==> config.mk <==
export PLATFORM = sky130hd
export DESIGN_NAME = csel_adder_pipe
export DESIGN_NICKNAME = d
export VERILOG_FILES = /design/src/rtl/csel_adder_pipe.sv
export SDC_FILE = /design/constraint.sdc
export NUM_CORES = 1
export LEC_CHECK = 0
export ABC_AREA = 1
export ABC_CLOCK_PERIOD_IN_PS = 5520
export CORE_MARGIN = 2
export CORE_UTILIZATION = 36
export DETAILED_ROUTE_END_ITERATION = 8
export GPL_TIMING_DRIVEN = 0
export SYNTH_ARGS = -nofsm -noshare
export SYNTH_HDL_FRONTEND = slang
export SYNTH_SLANG_ARGS = --single-unit
==> constraint.sdc <==
create_clock -name clk -period 5.52 [get_ports clk]
set_input_delay 0.552 -clock clk [delete_from_list [all_inputs] [get_ports clk]]
set_output_delay 0.552 -clock clk [all_outputs]
set_load 0.02 [all_outputs]
==> src/rtl/csel_adder_pipe.sv <==
// Two-stage pipelined carry-select adder/subtractor with valid/ready handshake.
// Stage 1 forms per-block candidate sums; stage 2 resolves the select chain and flags.
module csel_adder_pipe #(
  parameter int WIDTH = 32,
  parameter int BLOCK = 4
) (
  input  logic             clk,
  input  logic             rst_n,
  input  logic             in_valid,
  output logic             in_ready,
  input  logic [WIDTH-1:0] A,
  input  logic [WIDTH-1:0] B,
  input  logic             cin,
  input  logic             sub,
  output logic             out_valid,
  input  logic             out_ready,
  output logic [WIDTH-1:0] sum,
  output logic             cout,
  output logic             ovf,
  output logic             zero
);

  localparam int NB = WIDTH / BLOCK;

  if ((WIDTH % BLOCK) != 0 || WIDTH < 2 * BLOCK) begin : g_bad_params
    $error("csel_adder_pipe: WIDTH must be a multiple of BLOCK and at least 2*BLOCK");
  end

  // ---------------- Stage 1: effective operands and block candidates
  logic [WIDTH-1:0]            bx;
  logic                        c0;
  logic [BLOCK:0]              blk0_d;
  logic [NB-1:1][BLOCK-1:0]    cand_s0_d, cand_s1_d;
  logic [NB-1:1]               cand_c0_d, cand_c1_d;
  logic [1:0]                  cmsb_d;

  assign bx     = sub ? ~B : B;
  assign c0     = sub | cin;
  assign blk0_d = {1'b0, A[BLOCK-1:0]} + {1'b0, bx[BLOCK-1:0]} + {{BLOCK{1'b0}}, c0};

  for (genvar k = 1; k < NB; k++) begin : g_cand
    logic [BLOCK:0] r0, r1;
    assign r0 = {1'b0, A[k*BLOCK +: BLOCK]} + {1'b0, bx[k*BLOCK +: BLOCK]};
    assign r1 = r0 + {{BLOCK{1'b0}}, 1'b1};
    assign cand_s0_d[k] = r0[BLOCK-1:0];
    assign cand_c0_d[k] = r0[BLOCK];
    assign cand_s1_d[k] = r1[BLOCK-1:0];
    assign cand_c1_d[k] = r1[BLOCK];
  end

  // Carry into the MSB recovered from the top bit's sum for each top-block carry-in.
  assign cmsb_d[0] = A[WIDTH-1] ^ bx[WIDTH-1] ^ cand_s0_d[NB-1][BLOCK-1];
  assign cmsb_d[1] = A[WIDTH-1] ^ bx[WIDTH-1] ^ cand_s1_d[NB-1][BLOCK-1];

  // ---------------- Handshake
  logic s1_valid_q, out_valid_q;
  logic s2_free, accept, s1_advance;

  assign s2_free    = !out_valid_q || out_ready;
  assign in_ready   = !s1_valid_q || s2_free;
  assign accept     = in_valid && in_ready;
  assign s1_advance = s1_valid_q && s2_free;

  // ---------------- Stage 1 payload registers
  logic [BLOCK:0]           s1_blk0_q;
  logic [NB-1:1][BLOCK-1:0] s1_s0_q, s1_s1_q;
  logic [NB-1:1]            s1_c0_q, s1_c1_q;
  logic [1:0]               s1_cmsb_q;

  // NOTE: payload registers carry no reset; s1_valid_q qualifies their contents.
  always_ff @(posedge clk) begin
    if (accept) begin
      s1_blk0_q <= blk0_d;
      s1_s0_q   <= cand_s0_d;
      s1_s1_q   <= cand_s1_d;
      s1_c0_q   <= cand_c0_d;
      s1_c1_q   <= cand_c1_d;
      s1_cmsb_q <= cmsb_d;
    end
  end

  // ---------------- Stage 2: resolve the select chain
  logic [WIDTH-1:0] sum_d;
  logic             cout_d, ovf_d, zero_d, msb_cin, carry;

  // NOTE: every always_comb output gets a default first so no latch is inferred.
  always_comb begin
    sum_d   = '0;
    msb_cin = 1'b0;
    carry   = s1_blk0_q[BLOCK];
    sum_d[BLOCK-1:0] = s1_blk0_q[BLOCK-1:0];
    for (int k = 1; k < NB; k++) begin
      if (k == NB - 1) msb_cin = carry ? s1_cmsb_q[1] : s1_cmsb_q[0];
      sum_d[k*BLOCK +: BLOCK] = carry ? s1_s1_q[k] : s1_s0_q[k];
      carry = carry ? s1_c1_q[k] : s1_c0_q[k];
    end
    cout_d = carry;
  end

  assign ovf_d  = msb_cin ^ cout_d;
  assign zero_d = (sum_d == '0);

  // ---------------- Control and result registers
  logic [WIDTH-1:0] sum_q;
  logic             cout_q, ovf_q, zero_q;

  always_ff @(posedge clk) begin
    if (!rst_n) begin
      s1_valid_q  <= 1'b0;
      out_valid_q <= 1'b0;
      sum_q       <= '0;
      cout_q      <= 1'b0;
      ovf_q       <= 1'b0;
      zero_q      <= 1'b0;
    end else begin
      if (in_ready) s1_valid_q  <= in_valid;
      if (s2_free)  out_valid_q <= s1_valid_q;
      if (s1_advance) begin
        sum_q  <= sum_d;
        cout_q <= cout_d;
        ovf_q  <= ovf_d;
        zero_q <= zero_d;
      end
    end
  end

  assign out_valid = out_valid_q;
  assign sum       = sum_q;
  assign cout      = cout_q;
  assign ovf       = ovf_q;
  assign zero      = zero_q;

endmodule

==> flow_metrics.tcl, run 1 <==
set metrics [dict create \
    setup_tns_ns 0 \
    clock-sinks 114 \
    die_h_microns 135.8 \
    max_slew_margin_pct 24.89 \
    period_minus_slack_ns 3.406 \
    postSynthCellCount 610 \
    avgSynthCellArea_sq_um 10.25 \
    final.setup_skew_ns 0.005227 \
    antennaDiodeCount 0 \
    wl_microns 13640 \
    hold_depth 2 \
    finalMaxSlewViolations 0 \
    cts_setup_buffers 0 \
    startpoint "sub" \
    crit_arrival_ns 3.56 \
    grt_pass1_vias 4553 \
    synth_seq_cells 114 \
    h-tree-depth 4 \
    cts_made_buffers 17 \
    syn_nets 727 \
    timing.critical_path.to_type "flop" \
    yosysTopAreaCell "edfxtp_1" \
    layout_commonest_cell "clkdlybuf4s50_1" \
    tightestPinTransition_ns 1.127 \
    coreArea_sq_um 17120 \
    status "finished, final reports clean" \
    place_area_sq_um 7589 \
    grt_usage_pct 15.93 \
    num_vias 4478 \
    io-pin-count 107 \
    cap_violations 0 \
    fin_nets 851 \
    tritoncts "yes" \
    p_comb_share_pct 24.9 \
    ys.warnings.count 0 \
    ant_nets 0 \
    hold_path_class "reg -> reg" \
    die_w_microns 135.8 \
    clkLatencyLatePin_ns 0.42 \
    gp_congestion 0.8073 \
    p_int_uw 2200 \
    finalHoldViolCount 0 \
    area_delta_synth_final_pct 31.33 \
    ys_top_cells_by_area "edfxtp_1, dfxtp_1, ha_1" \
    synth_area_sq_um 6253 \
    ys_seq_area_share_pct 48.82 \
    port_buffers 105 \
    reg2reg_depth 16 \
    clkTransAtPathRegs_ns 0.05 \
    power_uw 3063 \
    final_cell_area_sq_um 8213 \
    leakage_uw 0.003509 \
    mostFrequentLayoutCells "clkdlybuf4s50_1, nand2_1, edfxtp_1, inv_1, nor2_1" \
    first_pass_iters 4 \
    cts_root_buf "clkbuf_16" \
    crit_fanout 10 \
    startpoint_type "input pin" \
    powerDensity_nw_per_um2 373.0 \
    viasPerCell 4.607 \
    synthDistinctLibCells 38 \
    hp-start "sum[1]$_SDFFE_PN0P_" \
    grt_max_degree 78 \
    clockBufferDepth 2 \
    min_period_over_period_pct 61.70 \
    worst-setup-path-type "in -> reg" \
    drtIter0Drc 227 \
    clock_power_share_pct 37.9 \
    grt_setup_unrepaired "no" \
    seqPwrFrac_pct 37.2 \
    start_util_pct 36.54 \
    reg2reg_from "s1_blk0_q[4]$_DFFE_PP_" \
    wl_per_cell_microns 14.03 \
    vdd_drop_max_mv 0.2438 \
    num_rows 48 \
    switchingPower_uw 863.0 \
    crit_required_ns 5.67 \
    grt_antenna_before_repair 0 \
    gr-total-overflow 0 \
    remaining_drc_errors 0 \
    cts_resized 0 \
    dieArea_sq_um 18440 \
    dpl.hpwl_microns 10490 \
    drive_gt1_share_pct 7.631 \
    cts_hold_buf 0 \
    setup_viol 0 \
    switching_share_pct 28.17 \
    grt_pass1_wl_microns 22240 \
    fillers 1574 \
    fmax_mhz 293.6 \
    synth_top_area_share_pct 36.97 \
]
[through the flow]
step	setup WS (ns)	hold slack, ns	std cells	utilization, %
floorplan	2.596	0.4966	610	-
global placement	1.605	0.4763	940	44.32
detailed placement	1.608	0.4841	940	44.33
CTS	2.033	0.4956	972	47.98
global route	1.855	0.5119	972	47.98
finish	2.114	0.4906	972	47.98
[state kept, by name, summed over array words and instances, names as in the netlist]
| name | cells |
|---|---|
| s1_valid_q | 1 |
| s1_c1_q | 7 |
| ovf | 1 |
| s1_s1_q | 28 |
| s1_c0_q | 7 |
| out_valid | 1 |
| s1_blk0_q | 5 |
| s1_cmsb_q | 2 |
| s1_s0_q | 28 |
| cout | 1 |
| zero | 1 |
| sum | 32 |
[final cells by class]
cell class,instances,area (sq um),share of cell area [%]
plain buffers,15,63.81,0.7770
clock buffers,20,436.7,5.317
clock inverters,12,187.7,2.285
inverters,76,292.8,3.565
multi-input cells,405,2846,34.66
flip-flops and latches,114,3053,37.17
well taps,225,281.5,3.428
repair buffers,105,1051,12.80
[cells in the mapped netlist (all sizes together)]
| library cell | n |
|---|---|
| nand3 | 54 |
| nor3 | 2 |
| nand4 | 1 |
| or2 | 5 |
| nand2 | 98 |
| edfxtp | 77 |
| o21ai | 30 |
| xnor2 | 23 |
| ha | 38 |
| a21o | 1 |
| a211oi | 1 |
| inv | 75 |
| fa | 9 |
| a21oi | 18 |
| buf | 2 |
| o211ai | 14 |
| xor2 | 47 |
| nor4 | 1 |
| dfxtp | 37 |
| clkbuf | 13 |
| mux2i | 3 |
| nand3b | 8 |
| nor2 | 52 |
| clkinv | 1 |
[kinds of logic after synthesis]
family                     count (synthesis)  share of synthesized area, %
and+or+nand+nor                          221                         18.81
AOI/OAI and AO/OA                         64                         5.942
adders and majority gates                 47                         10.48
muxes                                      3                        0.4802
xor gates and xnor gates                  70                         9.804
buffers and inverters                     91                         5.662
DFF                                      114                         48.82
[final timing paths]
check	to	slack (ns)
setup / recovery	s1_cmsb_q[1]$_DFFE_PP_	2.11
hold / removal	sum[1]$_SDFFE_PN0P_	0.49
setup reg to reg	zero$_SDFFE_PN0P_	3.34
hold reg to reg	sum[1]$_SDFFE_PN0P_	0.49
[power by group through the flow]
stage               Clock (uW)  Sequential (uW)  Combinational (uW)
finish                    1160             1140                 762
global route              1220             1150                 858
CTS                       1180             1140                 772
detailed placement           0             1160                 769
global placement             0             1160                 748
floorplan                    0             1170                 512
[per-layer routing]
metal | vias up | global-route usage, % | share of wire, %
li1 | 2281 | - | -
met1 | 2069 | 19.30 | 44
met2 | 104 | 26.60 | 49
met3 | 24 | 4.863 | 5.7
met4 | 0 | 6.134 | 2.2
met5 | - | 0 | 0
[critical path, stage by stage]
cell      delay, ns
clkbuf_1       0.44
clkbuf_1       0.89
xor2_1         0.16
ha_1           0.26
fa_1           0.40
xor2_1         0.33
nand3_1        0.15
xnor2_1        0.26
xor2_1         0.10
No activity file was read; power rests on OpenSTA's default activity.
==> inputs of run 2 (changes only) <==
- ABC_CLOCK_PERIOD_IN_PS: 5520 -> 3200
- clock period: 5.52 -> 3.2 ns (I/O delays scaled with it)
==> run 2 against run 1 <==
- routed wire length hardly changed
- core utilization about the same
- die area unchanged
- sequential power increased by 73%
- first-iteration DRC count stayed put
- cell count did not move
- setup slack got worse by 1.9 ns
- clock skew about the same
- via count decreased by 0.11%
- critical path depth up 1
- sequential share of layout area hardly changed
- largest cell class unchanged
- largest power group unchanged
- highest routed layer unchanged
==> flow_metrics.tcl, run 2 (synthesized netlist as in run 1, its figures left out) <==
set metrics [dict create \
    vdd_drop_max_mv 0.4204 \
    h-tree-depth 4 \
    period_minus_slack_ns 2.974 \
    cts_resized 1 \
    startpoint_type "input pin" \
    timing.critical_path.to_type "flop" \
    drive_gt1_share_pct 7.764 \
    wl_microns 13630 \
    grt_max_degree 78 \
    mostFrequentLayoutCells "clkdlybuf4s50_1, nand2_1, edfxtp_1, inv_1, nor2_1" \
    cts_setup_buffers 0 \
    worst-setup-path-type "in -> reg" \
    gr-total-overflow 0 \
    cts_made_buffers 17 \
    crit_fanout 10 \
    layout_commonest_cell "clkdlybuf4s50_1" \
    viasPerCell 4.602 \
    clkLatencyLatePin_ns 0.42 \
    pre_cts_slack_ns -0.4797 \
    hold_path_class "reg -> reg" \
    grt_pass1_wl_microns 22240 \
    final.setup_skew_ns 0.005227 \
    grt_usage_pct 15.93 \
    cts_root_buf "clkbuf_16" \
    num_vias 4473 \
    powerDensity_nw_per_um2 643.2 \
    post-route-util_pct 47.99 \
    fin_nets 851 \
    grt_pass1_vias 4553 \
    crit_arrival_ns 3.13 \
    finalHoldViolCount 0 \
    cts_hold_buf 0 \
    die_h_microns 135.8 \
    start_util_pct 36.54 \
    place_area_sq_um 7589 \
    gp_congestion 0.8073 \
    fin_ws_ns 0.2261 \
    tritoncts "yes" \
    switching_share_pct 28.16 \
    die_w_microns 135.8 \
    p_comb_share_pct 24.9 \
    area_delta_synth_final_pct 31.35 \
    min_period_over_period_pct 92.93 \
    antennaDiodeCount 0 \
    clock_power_share_pct 37.9 \
    io-pin-count 107 \
    timing.hold.ws_ns 0.4906 \
    final_cell_area_sq_um 8214 \
    first_pass_iters 4 \
    tightestPinTransition_ns 1.076 \
    port_buffers 105 \
    seqPwrFrac_pct 37.2 \
    clockBufferDepth 2 \
    remaining_drc_errors 0 \
    ant_nets 0 \
    finalMaxSlewViolations 0 \
    max_slew_margin_pct 28.26 \
    dieArea_sq_um 18440 \
    grt_antenna_before_repair 0 \
    dpl.hpwl_microns 10490 \
    num_rows 48 \
    largest_reg_flops 32 \
    wl_per_cell_microns 14.02 \
    crit_required_ns 3.35 \
    switchingPower_uw 1488 \
    cap_violations 0 \
    clock-sinks 114 \
    grt_setup_unrepaired "no" \
    clkTransAtPathRegs_ns 0.05 \
    status "finished, final reports clean" \
    p_int_uw 3796 \
    coreArea_sq_um 17120 \
    fmax_mhz 336.3 \
    drtIter0Drc 227 \
    leakage_uw 0.003512 \
    setup_viol 0 \
]
## run 2: changes by cell type in the layout (fill, tap and decap cells not counted)
cell      before  now
clkbuf_1      16   15
clkbuf_2       0    1
## run 2: final timing paths
check / from / end / slack (ns) / cells after the start
setup / recovery: sub / s1_s1_q[7]$_DFFE_PP_ / 0.23 / 10
hold / removal: sum[1]$_SDFFE_PN0P_ / sum[1]$_SDFFE_PN0P_ / 0.49 / 2
setup reg to reg: s1_blk0_q[4]$_DFFE_PP_ / zero$_SDFFE_PN0P_ / 1.02 / 16
hold reg to reg: sum[1]$_SDFFE_PN0P_ / sum[1]$_SDFFE_PN0P_ / 0.49 / 2
## run 2: cell type report
cell class                 instances  area, sq um
clock inverter                    12        187.7
inverter                          76        292.8
multi-input combinational        405         2846
tap                              225        281.5
timing repair buffer             105         1051
fill                            1576         8902
clock buffer                      20        436.7
sequential                       114         3053
buffer                            15        65.06
## run 2: per-layer routing
metal	global-route usage (%)	part of all wire (%)	up-vias
li1	-	-	2281
met2	26.60	49	106
met3	4.863	5.7	24
met4	6.134	2.2	0
met1	19.30	44	2062
met5	0	0	-
## run 2: power groups by stage
stage               Clock [uW]  Sequential, uW  Combinational [uW]
CTS                       2030            1970                1330
finish                    2000            1970                1310
global placement             0            1990                1290
detailed placement           0            2000                1330
global route              2100            1990                1480
floorplan                    0            2020                 883
## run 2: per-stage QoR
stage,instances,power (uW),TNS (ns)
finish,972,5284,0
global route,972,5571,0
CTS,972,5336,0
detailed placement,940,3323,-4.813
global placement,940,3285,-27.62
floorplan,610,2901,0
## run 2: worst max-delay path: stages
cell	delay, ns
clkbuf_1	0.44
buf_1	0.86
xor2_1	0.21
ha_1	0.20
inv_1	0.06
fa_1	0.37
or2_2	0.31
nand2_1	0.12
nor3_1	0.07
xor2_1	0.16
==> inputs of run 3 (changes only) <==
- MAX_ROUTING_LAYER: not set -> met4
==> run 3 against run 2 <==
- first-iteration DRC count is 3.5% higher
- count of clock-buffer cells in the layout unchanged
- highest routed layer unchanged
- combinational power barely moved
- power is essentially flat
- die area unchanged
- setup slack improved by 0.014 ns
- largest cell class unchanged
==> flow_metrics.tcl, run 3 (synthesized netlist as in run 1, its figures left out) <==
set metrics [dict create \
    mostFrequentLayoutCells "clkdlybuf4s50_1, nand2_1, edfxtp_1, inv_1, nor2_1" \
    finalHoldViolCount 0 \
    drive_gt1_share_pct 7.764 \
    fin_nets 851 \
    hp-start "sum[1]$_SDFFE_PN0P_" \
    clockBufferDepth 2 \
    num_vias 4474 \
    powerDensity_nw_per_um2 643.0 \
    antennaDiodeCount 0 \
    setup_viol 0 \
    first_pass_iters 5 \
    dpl.hpwl_microns 10490 \
    period_minus_slack_ns 2.960 \
    critPathMaxStageDelay_ns 0.86 \
    vdd_drop_max_mv 0.4197 \
    startpoint_type "input pin" \
    dieArea_sq_um 18440 \
    max_slew_margin_pct 28.46 \
    min_period_over_period_pct 92.51 \
    tritoncts "yes" \
    clkTransAtPathRegs_ns 0.05 \
    grt_pass1_vias 4561 \
    final.setup_skew_ns 0.01261 \
    port_buffers 105 \
    layout_commonest_cell "clkdlybuf4s50_1" \
    grt_antenna_before_repair 0 \
    clkLatencyLatePin_ns 0.42 \
    cts_root_buf "clkbuf_16" \
    fillers 1576 \
    worst-setup-path-type "in -> reg" \
    grt_pass1_wl_microns 22190 \
    crit_fanout 10 \
    h-tree-depth 4 \
    cts_hold_buf 0 \
    start_util_pct 36.54 \
    wl_per_cell_microns 14.05 \
    tightestPinTransition_ns 1.073 \
    clock-sinks 114 \
    die_w_microns 135.8 \
    final_cells 972 \
    path_cells "clkbuf_1 -> buf_1 -> xor2_1 -> ha_1 -> inv_1 -> fa_1 -> or2_2 -> nand2_1 -> nor3_1 -> xor2_1" \
    placedCellCount 940 \
    post-route-util_pct 47.99 \
    status "finished, final reports clean" \
    viasPerCell 4.603 \
    cp_num_buf_inv 3 \
    wl_microns 13660 \
    finalMaxSlewViolations 0 \
    gr-total-overflow 0 \
    num_rows 48 \
    io-pin-count 107 \
    fmax_mhz 337.8 \
    remaining_drc_errors 0 \
    cts_made_buffers 17 \
    gp_congestion 0.8191 \
    reg2reg_from "s1_blk0_q[4]$_DFFE_PP_" \
    largest_reg_flops 32 \
    cp_slowest_cell "buf_1" \
    grt_usage_pct 16.40 \
    ant_nets 0 \
    grt_max_degree 78 \
    cap_violations 0 \
    crit_required_ns 3.36 \
    timing.critical_path.to_type "flop" \
    critPathTopFamily "buffers and inverters" \
    grt_setup_unrepaired "no" \
    coreArea_sq_um 17120 \
    multiInputGateArea_sq_um 2846 \
    cp_common_cell "xor2_1" \
    crit_arrival_ns 3.12 \
    die_h_microns 135.8 \
    seq_area_sq_um 3053 \
    drtIter0Drc 235 \
    startpoint "sub" \
    area_delta_synth_final_pct 31.35 \
    leakage_uw 0.003512 \
    power_uw 5282 \
    hold_path_class "reg -> reg" \
]
[run 3: cell counts in the layout (fill, tap and decap cells not counted)]
No cell type changed its count.
[run 3: where the power goes]
| part | internal [uW] | switching (uW) |
|---|---|---|
| clock | 1370 | 634 |
| combinational | 551 | 763 |
| sequential | 1880 | 90.1 |
[run 3: routing by layer]
| layer | vias to the layer above | global-route usage, % | routed length (microns) |
|---|---|---|---|
| met1 | 2072 | 19.35 | 5985 |
| li1 | 2274 | - | - |
| met4 | 0 | 5.961 | 189 |
| met3 | 13 | 4.789 | 701 |
| met5 | - | - | 0 |
| met2 | 115 | 26.68 | 6779 |
[run 3: area by class of cell]
type / instances / area share (%)
multi-input combinational: 405 / 34.65
clock inverter: 12 / 2.285
tap: 225 / 3.427
sequential: 114 / 37.17
buffer: 15 / 0.7921
timing repair buffer: 105 / 12.80
inverter: 76 / 3.564
clock buffer: 20 / 5.316
[run 3: path summary, 6_finish.rpt]
kind / end / slack, ns / depth (start not counted)
setup / recovery: s1_s1_q[7]$_DFFE_PP_ / 0.24 / 10
hold reg to reg: sum[1]$_SDFFE_PN0P_ / 0.49 / 2
hold / removal: sum[1]$_SDFFE_PN0P_ / 0.49 / 2
setup reg to reg: zero$_SDFFE_PN0P_ / 1.02 / 16
[run 3: worst min-delay path, cell delays in order, from the launching register on]
cell	delay [ns]
dfxtp_1	0.33
nor2_1	0.05
nor2_1	0.08
[run 3: repair_timing]
item,in CTS,in global routing
endpoints found under the setup margin,1,0
setup buffers,0,0
resized for setup,1,0
endpoints found under the hold margin,0,0
[run 3: through the flow]
step | setup WS (ns) | area (sq um) | TNS [ns] | hold WS, ns
2_1_floorplan | 0.5076 | 6254 | 0 | 0.4871
3_3_place_gp | -0.4830 | 7586 | -27.62 | 0.4763
3_5_place_dp | -0.4797 | 7589 | -4.813 | 0.4841
4_1_cts | 0.1982 | 8214 | 0 | 0.4956
5_1_grt | 0.04154 | 8214 | 0 | 0.5119
6_report | 0.2396 | 8214 | 0 | 0.4903
